==> config.mk <==
export PLATFORM = sky130hd
export DESIGN_NAME = regdst_pipe_ctrl
export DESIGN_NICKNAME = d
export VERILOG_FILES = /design/src/rtl/regdst_pipe_ctrl_pkg.sv /design/src/rtl/regdst_pipe_ctrl_bottom_mux.sv /design/src/rtl/regdst_pipe_ctrl.sv
export SDC_FILE = /design/constraint.sdc
export NUM_CORES = 1
export LEC_CHECK = 0
export CAP_MARGIN = 20
export CORE_MARGIN = 2
export CORE_UTILIZATION = 40
export CTS_CLUSTER_DIAMETER = 30
export DETAILED_ROUTE_END_ITERATION = 8
export PLACE_DENSITY = 0.9
export SYNTH_ARGS = -nofsm -noshare
export SYNTH_HDL_FRONTEND = slang
export SYNTH_HIERARCHICAL = 1
export SYNTH_SLANG_ARGS = --single-unit
==> constraint.sdc <==
create_clock -name clk -period 5.2 [get_ports clk]
set_clock_uncertainty 0.05 [all_clocks]
set_input_delay 0.78 -clock clk [delete_from_list [all_inputs] [get_ports clk]]
set_output_delay 0.78 -clock clk [all_outputs]
set_load 0.05 [all_outputs]
==> src/rtl/regdst_pipe_ctrl_pkg.sv <==
// rtl/regdst_pipe_ctrl_pkg.sv - shared opcodes, widths and decode helper for regdst_pipe_ctrl
package regdst_pipe_ctrl_pkg;

  localparam int REG_W_DEF = 5;
  localparam int OP_W_DEF  = 6;

  localparam logic [5:0] OP_RTYPE = 6'b000000;
  localparam logic [5:0] OP_LW    = 6'b100011;
  localparam logic [5:0] OP_SW    = 6'b101011;
  localparam logic [5:0] OP_BEQ   = 6'b000100;
  localparam logic [5:0] OP_ADDI  = 6'b001000;

  // Control bits derived from the ID opcode
  typedef struct packed {
    logic sel;      // 1 = destination is rd, 0 = rt
    logic wr;       // instruction writes the register file
    logic memread;  // instruction is a load
    logic uses_rt;  // rt is a source operand (hazard compare must include it)
  } dec_t;

  function automatic dec_t decode_op(input logic [5:0] op);
    dec_t d;
    d = '0;
    case (op)
      OP_RTYPE: begin d.sel = 1'b1; d.wr = 1'b1; d.uses_rt = 1'b1; end
      OP_LW:    begin d.wr = 1'b1; d.memread = 1'b1; end
      OP_ADDI:  begin d.wr = 1'b1; end
      OP_SW,
      OP_BEQ:   begin d.uses_rt = 1'b1; end
      default:  d = '0;
    endcase
    return d;
  endfunction

endpackage

==> src/rtl/regdst_pipe_ctrl_bottom_mux.sv <==
// rtl/regdst_pipe_ctrl_bottom_mux.sv - 2:1 destination-register mux (a when sel=1, else b)
module bottom_mux #(
  parameter int W = 5
) (
  input  logic [W-1:0] a,
  input  logic [W-1:0] b,
  input  logic         sel,
  output logic [W-1:0] y
);

  assign y = sel ? a : b;

endmodule

==> src/rtl/regdst_pipe_ctrl.sv <==
// rtl/regdst_pipe_ctrl.sv - destination-register decode, load-use stall and ID/EX..MEM/WB dest pipeline
module regdst_pipe_ctrl
  import regdst_pipe_ctrl_pkg::*;
#(
  parameter int REG_W = REG_W_DEF,
  parameter int OP_W  = OP_W_DEF
) (
  input  logic             clk,
  input  logic             rst_n,
  input  logic             id_valid,
  input  logic [OP_W-1:0]  id_opcode,
  input  logic [REG_W-1:0] id_rs,
  input  logic [REG_W-1:0] id_rt,
  input  logic [REG_W-1:0] id_rd,
  input  logic             flush,
  output logic             regdst_sel,
  output logic             stall,
  output logic [REG_W-1:0] ex_dest,
  output logic             ex_regwrite,
  output logic             ex_memread,
  output logic [REG_W-1:0] mem_dest,
  output logic             mem_regwrite,
  output logic [REG_W-1:0] wb_dest,
  output logic             wb_regwrite
);

  dec_t             w_dec;
  logic [REG_W-1:0] w_dest;
  logic             w_regwrite;
  logic             w_hit;
  logic             w_bubble;

  logic [REG_W-1:0] r_ex_dest;
  logic             r_ex_regwrite;
  logic             r_ex_memread;
  logic [REG_W-1:0] r_mem_dest;
  logic             r_mem_regwrite;
  logic [REG_W-1:0] r_wb_dest;
  logic             r_wb_regwrite;

  assign w_dec      = decode_op(6'(id_opcode));
  assign regdst_sel = w_dec.sel;

  bottom_mux #(.W(REG_W)) u_bottom_mux (
    .a   (id_rd),
    .b   (id_rt),
    .sel (regdst_sel),
    .y   (w_dest)
  );

  // Writes to r0 are architecturally discarded, so never flag them as writes
  assign w_regwrite = w_dec.wr & (w_dest != '0);

  // Only the ID/EX occupant is compared; older loads are covered by forwarding
  assign w_hit = (r_ex_dest == id_rs) | (w_dec.uses_rt & (r_ex_dest == id_rt));
  // A flushed ID instruction is being discarded anyway, so it never stalls
  assign stall = id_valid & ~flush & r_ex_memread & (r_ex_dest != '0) & w_hit;

  assign w_bubble = flush | stall | ~id_valid;

  // Three pipeline stages; later stages keep advancing while ID/EX takes a bubble
  always_ff @(posedge clk or negedge rst_n) begin
    if (!rst_n) begin
      r_ex_dest      <= '0;
      r_ex_regwrite  <= 1'b0;
      r_ex_memread   <= 1'b0;
      r_mem_dest     <= '0;
      r_mem_regwrite <= 1'b0;
      r_wb_dest      <= '0;
      r_wb_regwrite  <= 1'b0;
    end else begin
      if (w_bubble) begin
        r_ex_dest     <= '0;
        r_ex_regwrite <= 1'b0;
        r_ex_memread  <= 1'b0;
      end else begin
        r_ex_dest     <= w_dest;
        r_ex_regwrite <= w_regwrite;
        r_ex_memread  <= w_dec.memread;
      end
      r_mem_dest     <= r_ex_dest;
      r_mem_regwrite <= r_ex_regwrite;
      r_wb_dest      <= r_mem_dest;
      r_wb_regwrite  <= r_mem_regwrite;
    end
  end

  assign ex_dest      = r_ex_dest;
  assign ex_regwrite  = r_ex_regwrite;
  assign ex_memread   = r_ex_memread;
  assign mem_dest     = r_mem_dest;
  assign mem_regwrite = r_mem_regwrite;
  assign wb_dest      = r_wb_dest;
  assign wb_regwrite  = r_wb_regwrite;

endmodule

---- After elaboration in Yosys (flattened, before gate mapping) ----
Cells that the tools add are included.
word-level totals
  output and inout port bits .............. 21
  word-level logic and storage cells ...... 37
  register bits after elaboration ......... 19
  bits of input ports ..................... 25
cells by class
  equality and inequality tests ........... 6
  mux-type cells .......................... 8
  bitwise logic cells ..................... 11
  reductions and logical operators ........ 5
operator list
  operator              count
  $eq A6 B6 Y1 const B  2
  $eq A5 B5 Y1          2
  $mux W5               2
  $reduce_bool A5 Y1    2
  $and A1 B1 Y1         6
  $eq A6 B3 Y1 const B  1
  $eq A6 B4 Y1 const B  1
  $logic_not A6 Y1      1
  $mux W1               6
  $reduce_or A3 Y1      2
  $or A1 B1 Y1          3
  $not A1 Y1            2

---- Logic depth before layout (Yosys ltp) ----
Gate-level depths: netlist (run 1).
  depth after elaboration ................. 9
  depth in mapped cells ................... 7
  mapped depth without buffers ............ 7

---- Hierarchy ----
Netlist (run 1), hierarchy kept.
modules (own cells, without submodules)
  module            instances  cells each  seq. area each (µm²)  area an instance (µm²)
  regdst_pipe_ctrl  1          62          475.5                 795.8
  bottom_mux        1          5           0.0                   56.3

---- Worst setup path before layout (run 1) ----
OpenSTA, ideal clock, no wires.
  path type ............................... input to register
  from .................................... input id_opcode[0]
  to ...................................... register r_ex_regwrite, in the netlist ex_regwrite
  data arrival time ....................... 3.886 ns
  library setup time ...................... 0.148 ns
  stages .................................. 7
  data required time ...................... 5.002 ns
  path slack .............................. 1.116 ns
  buffers on the path ..................... 0
  path through ............................ nor3_1 > or2b_2 > nor3_1 > mux2_2 > or4_1 > o21ai_0 > nor4_2
between the ends
  elaborated cells on any way between the ends .. 19
  those cells by class .................... 4 x eq/ne; 5 x mux; 6 x bitwise; 4 x reduce/logical
RTL lines
  element               line                               source
  from (decl)           regdst_pipe_ctrl.sv:11             input logic [OP_W-1:0] id_opcode,
  $logic_not A6 Y1      regdst_pipe_ctrl_pkg.sv:24         case (op)
  $mux W1               regdst_pipe_ctrl_pkg.sv:24
  via regdst_sel        regdst_pipe_ctrl.sv:16             output logic regdst_sel,
  $mux W5               regdst_pipe_ctrl_bottom_mux.sv:11  assign y = sel ? a : b;
  via w_dest[2]         regdst_pipe_ctrl.sv:28             logic [REG_W-1:0] w_dest;
  $reduce_bool A5 Y1    regdst_pipe_ctrl.sv:52             assign w_regwrite = w_dec.wr & (w_dest != '0);
  $and A1 B1 Y1         regdst_pipe_ctrl.sv:52
  $mux W1               regdst_pipe_ctrl.sv:72             if (w_bubble) begin
  to (signal assigned)  regdst_pipe_ctrl.sv:78             r_ex_regwrite <= w_regwrite;
  to (decl)             regdst_pipe_ctrl.sv:34             logic r_ex_regwrite;
The timed path passes the listed nets, and every way through them passes these cells.

---- Worst setup path after layout (run 1) ----
  from .................................... input id_valid
  to ...................................... output stall
between the ends
  longest elaborated chain between the ends .. 4
RTL lines
  element                     line                    source
  from (decl)                 regdst_pipe_ctrl.sv:10  input logic id_valid,
  $and A1 B1 Y1 (4 in a row)  regdst_pipe_ctrl.sv:57  assign stall = id_valid & ~flush & r_ex_memread & (r_ex_dest != '0) & w_hit;
  to (decl)                   regdst_pipe_ctrl.sv:17  output logic stall,
No other way between the ends.

==> run metrics, run 1 <==
wire per inst=14.0 um; data arrival time of the critical path=3.41 ns; utilization after layout=69.3%; site row count=16; largest net degree at the start of global routing=20; CP Capture Type=output port; #FFs+latches synth=19; Placement Setup Slack=0.990 ns; fin crit period=4.24 ns; delay-heaviest family, CP=buffers and inverters; final WL=2010 um; FMAX=236 MHz; final cell count without fillers=144; vias in the first global route=768; sw power=0.0828 mW; Chip Width=50.2 um; Post-Syn Area=852 sq um; switching fraction of total power=27.9%; Crit. path cell count=6; worst-path fanout max=8; sequential share of power=52.7%; initial antenna violation count=0; placed cells=140; Core ar.=0.00198 sq mm; Relative slew margins=45.8%; synthesized net count=92; clock buffer count from CTS=3; Iter 0 DRT Violations=15; ordered list of cells on the worst path=clkdlybuf4s50_1 -> nor2b_1 -> o211ai_4 -> a2111oi_4 -> or2_1 -> clkdlybuf4s50_1; RD Place Congestion=0.768; Final Total Pwr=0.297 mW; total grt overflow=0; Max VDD drop=0.158 mV; Setup TNS=0 ns; Vias=727; final hold vios=0; WS Path Type=input port to output port; Area after DPL=0.00135 sq mm; Pint=0.214 mW; Port-buffer cells=45; worst hold slack=0.333 ns; vias per cell=5.05; Avg Cell Area, Syn=12.7 sq um; Setup Fix Bufs, Post-CTS=0; Max Transition Viols Final=0; CTS tree=yes; Clk pin slew, worst setup/hold paths=0.10 ns; CP bufs+invs=2; Final setup violation count=0; r2r setup slk=3.28 ns; Overall Global Routing Usage=17.8%; Worst EP required=4.37 ns; Area Overhead vs Synth=61.2%; io pins=46; Nets=143; crit start category=input port; Final Cycle Share=81.5%; synth warn=6; worst hold path type=register to register; part of the power in combinational logic=23.2%; Clock Sinks=19; most common cell after layout, fill and taps aside=clkdlybuf4s50_1; Post-DP HPWL=1670 um; cts repair resizes=0; Die Span Y=50.2 um; most frequent cells in the layout=clkdlybuf4s50_1, dfrtp_1, xnor2_1; first-pass GRT wire length=3310 um; worst slew pin tran=0.810 ns; Residual DRC=0; Power Density=216 mW/mm^2; Clock Path Buffers=2; 1st-pass router iterations=4; Worst Reg-to-Reg Cells=5; leakage dissipation=0.551 nW; RSZ-0062 raised after global routing=false; slowest stage cell, crit path=clkdlybuf4s50_1; share of layout cells above drive strength 1=15.4%; maxcap violations=0; clock latency on the worst-skew pair=0.29 ns; CTS Hold Bufs=0; Synth Instances=67; Clock Power Share=24.1%; fin area=0.00137 sq mm; final worst setup slack=0.960 ns; WHS Path Cells=0; Initial Util=43.0%; H-Tree Depth=1; Post-DRT Antenna Nets=0; most used cell, CP=clkdlybuf4s50_1; Distinct cells, synth=21; Seq/Total Area, Yosys=55.8%; antenna cells=0; run status=finished, final reports clean; DIE AREA=0.00252 sq mm; Root Driver=clkbuf_4; CP max stage delay=0.80 ns
## power by group through the flow
stage               Combinational [mW]  Clock (mW)  Sequential (mW)
floorplan                       0.0163           0            0.176
global placement                0.0673           0            0.159
detailed placement              0.0692           0            0.160
CTS                             0.0693      0.0745            0.157
global route                    0.0727      0.0830            0.157
finish                          0.0689      0.0715            0.157
## path summary, 6_finish.rpt
kind | end | startpoint
hold / removal | wb_dest[1]$_DFF_PN0_ | mem_dest[1]$_DFF_PN0_
hold reg to reg | wb_dest[1]$_DFF_PN0_ | mem_dest[1]$_DFF_PN0_
max in group asynchronous | ex_dest[4]$_DFF_PN0_ | rst_n
setup / recovery | stall | id_valid
min in group asynchronous | mem_dest[0]$_DFF_PN0_ | rst_n
setup reg to reg | ex_regwrite$_DFF_PN0_ | ex_dest[0]$_DFF_PN0_
## sequential cells by signal (all words and copies together) (netlist names)
name	flops
ex_dest	5
mem_dest	5
wb_dest	5
ex_memread	1
ex_regwrite	1
mem_regwrite	1
wb_regwrite	1
## logic make-up after synthesis
group / after synthesis / share of synthesized area, %
DFF: 19 / 55.8
muxes: 5 / 6.61
buffers and inverters: 1 / 0.587
xor gates and xnor gates: 10 / 10.3
and+or+nand+nor: 28 / 19.8
AOI/OAI and AO/OA: 4 / 6.90
## metal layers
metal,global-route usage (%),wire length (um),part of all wire [%]
met5,0,0,0
met4,10.6,17,0.84
met3,5.36,162,8.0
met2,32.5,1080,54
met1,17.4,749,37
## cell type report
type	count	area, sq um
Timing Repair Buffer	47	465
Fill cell	144	608
Sequential cell	19	475
Clock inverter	1	5.00
Multi-Input combinational cell	47	372
Clock buffer	3	22.5
Tap cell	27	33.8
## synthesized netlist by cell type
cell,count,area share (%)
nor3_1,7,4.1
nand2_1,5,2.2
or2_1,1,0.73
a2111oi_4,1,3.2
or2b_2,1,1.0
nand4_1,1,0.73
nand3_1,3,1.8
or3b_4,1,1.3
xor2_1,2,2.1
mux2_2,5,6.6
xnor2_1,8,8.2
nand2b_1,1,0.73
o211ai_4,1,2.5
nor2b_1,1,0.73
o21ai_0,2,1.2
or4_1,1,0.88
clkbuf_2,1,0.59
dfrtp_1,19,56
nor2_1,3,1.3
or4_4,1,1.3
nor4_2,2,2.9
No activity file was read; power rests on OpenSTA's default activity.
==> run 2, diff against run 1 <==
--- a/config.mk
+++ b/config.mk
@@ -6,11 +6,12 @@
 export NUM_CORES = 1
 export LEC_CHECK = 0
 export CAP_MARGIN = 20
+export CORE_ASPECT_RATIO = 0.6
 export CORE_MARGIN = 2
-export CORE_UTILIZATION = 40
+export CORE_UTILIZATION = 38
 export CTS_CLUSTER_DIAMETER = 30
 export DETAILED_ROUTE_END_ITERATION = 8
-export PLACE_DENSITY = 0.9
+export PLACE_DENSITY = 0.87
 export SYNTH_ARGS = -nofsm -noshare
 export SYNTH_HDL_FRONTEND = slang
 export SYNTH_HIERARCHICAL = 1
==> constraint.sdc (replaced) <==
create_clock -name clk -period 4.2 [get_ports clk]
set_clock_uncertainty 0.05 [all_clocks]
set_input_delay 0.63 -clock clk [delete_from_list [all_inputs] [get_ports clk]]
set_output_delay 0.63 -clock clk [all_outputs]
set_load 0.05 [all_outputs]
==> run 2 against run 1 <==
  * Register-to-register slack got worse by 0.97 ns
  * First-iteration DRC count increased to 3.5 times the previous value
  * Sequential share of layout area fell by 0.68 points
  * Cell count grew 2.8%
  * Critical path type unchanged
  * Power rose by 37%
  * Via count decreased by 1.8%
  * Wire length rose by 11%
  * Combinational power grew 26%
==> run metrics, run 2 (synthesis results as in run 1) <==
run status=finished, final reports clean; Vias=714; fin crit period=3.47 ns; data arrival time of the critical path=2.79 ns; initial antenna violation count=0; most frequent cells in the layout=clkdlybuf4s50_1, dfrtp_1, xnor2_1; RD Place Congestion=0.819; Clock Sinks=19; worst-path fanout max=6; CP max stage delay=0.81 ns; clock buffer count from CTS=3; Crit. path cell count=6; Area Overhead vs Synth=64.5%; vias in the first global route=666; Area after DPL=0.00136 sq mm; CP bufs+invs=3; ordered list of cells on the worst path=clkdlybuf4s50_1 -> nor3_1 -> or2b_2 -> nor3_1 -> buf_4 -> clkdlybuf4s50_1; WS Path Type=input port to output port; maxcap violations=0; DIE AREA=0.00265 sq mm; first-pass GRT wire length=3280 um; Power Density=290 mW/mm^2; wire per inst=15.1 um; Chip Width=65.1 um; antenna cells=0; Setup Fix Bufs, Post-CTS=0; Worst Reg-to-Reg Cells=5; vias per cell=4.82; total grt overflow=0; Post-DRT Antenna Nets=0; Iter 0 DRT Violations=52; slowest stage cell, crit path=clkdlybuf4s50_1; H-Tree Depth=1; Clk pin slew, worst setup/hold paths=0.07 ns; Worst EP required=3.52 ns; Core ar.=0.00215 sq mm; CTS tree=yes; share of layout cells above drive strength 1=16.9%; Overall Global Routing Usage=18.1%; Residual DRC=0; clock latency on the worst-skew pair=0.25 ns; Port-buffer cells=45; 1st-pass router iterations=4; site row count=13; Final Cycle Share=82.5%; cts repair resizes=0; Max Transition Viols Final=0; most common cell after layout, fill and taps aside=clkdlybuf4s50_1; io pins=46; leakage dissipation=0.566 nW; CTS Hold Bufs=0; Root Driver=clkbuf_8; worst hold path type=register to register; Max VDD drop=0.192 mV; Final setup violation count=0; Die Span Y=40.7 um; Final Total Pwr=0.406 mW; crit start category=input port; final hold vios=0; WHS Path Cells=0; placed cells=144; largest net degree at the start of global routing=20; delay-heaviest family, CP=buffers and inverters; CP Capture Type=output port; final WL=2240 um; final cell count without fillers=148; fin area=0.00140 sq mm; worst slew pin tran=0.816 ns; worst hold slack=0.325 ns; Nets=144; Relative slew margins=45.5%; RSZ-0062 raised after global routing=false; FMAX=288 MHz; Initial Util=39.7%; Setup TNS=0 ns; Post-DP HPWL=1780 um; Clock Path Buffers=2
run 2: changes by cell type in the layout (fill, tap and decap cells not counted):
cell	previous run	this run
buf_4	2	4
clkbuf_8	0	3
clkbuf_4	3	0
clkdlybuf4s50_1	45	44
run 2: where the power goes:
group / switching [mW] / internal [mW]
registers: 0.00532 / 0.189
clock network: 0.0598 / 0.0659
logic: 0.0446 / 0.0419
run 2: worst paths after layout:
kind / startpoint / endpoint / slack, ns
worst max-delay path: id_opcode[0] / regdst_sel / 0.73
worst min-delay path: mem_dest[3]$_DFF_PN0_ / wb_dest[3]$_DFF_PN0_ / 0.33
worst max register to register: ex_dest[0]$_DFF_PN0_ / ex_regwrite$_DFF_PN0_ / 2.31
worst min register to register: mem_dest[3]$_DFF_PN0_ / wb_dest[3]$_DFF_PN0_ / 0.33
max in group asynchronous: rst_n / mem_dest[2]$_DFF_PN0_ / 2.80
min in group asynchronous: rst_n / wb_dest[3]$_DFF_PN0_ / 0.79
run 2: final cells by class:
cell class | instances | area, sq um
well taps | 30 | 37.5
clock buffers | 3 | 41.3
fillers | 170 | 746
clock inverters | 1 | 5.00
repair buffers | 48 | 470
flip-flops and latches | 19 | 475
multi-input cells | 47 | 372
run 2: stage by stage:
| stage | setup WS, ns | utilization, % |
|---|---|---|
| CTS | 0.728 | 65.3 |
| finish | 0.733 | 65.3 |
| global route | 0.656 | 65.3 |
| global placement | 0.794 | 63.1 |
| detailed placement | 0.776 | 63.1 |
| floorplan | 0.266 | - |
run 2: per-layer routing:
metal	wire, um	up-vias	GRT usage [%]
met5	0	-	0
met4	8	0	4.69
met3	174	3	6.04
met2	1130	34	31.7
met1	933	337	22.5
li1	-	340	-
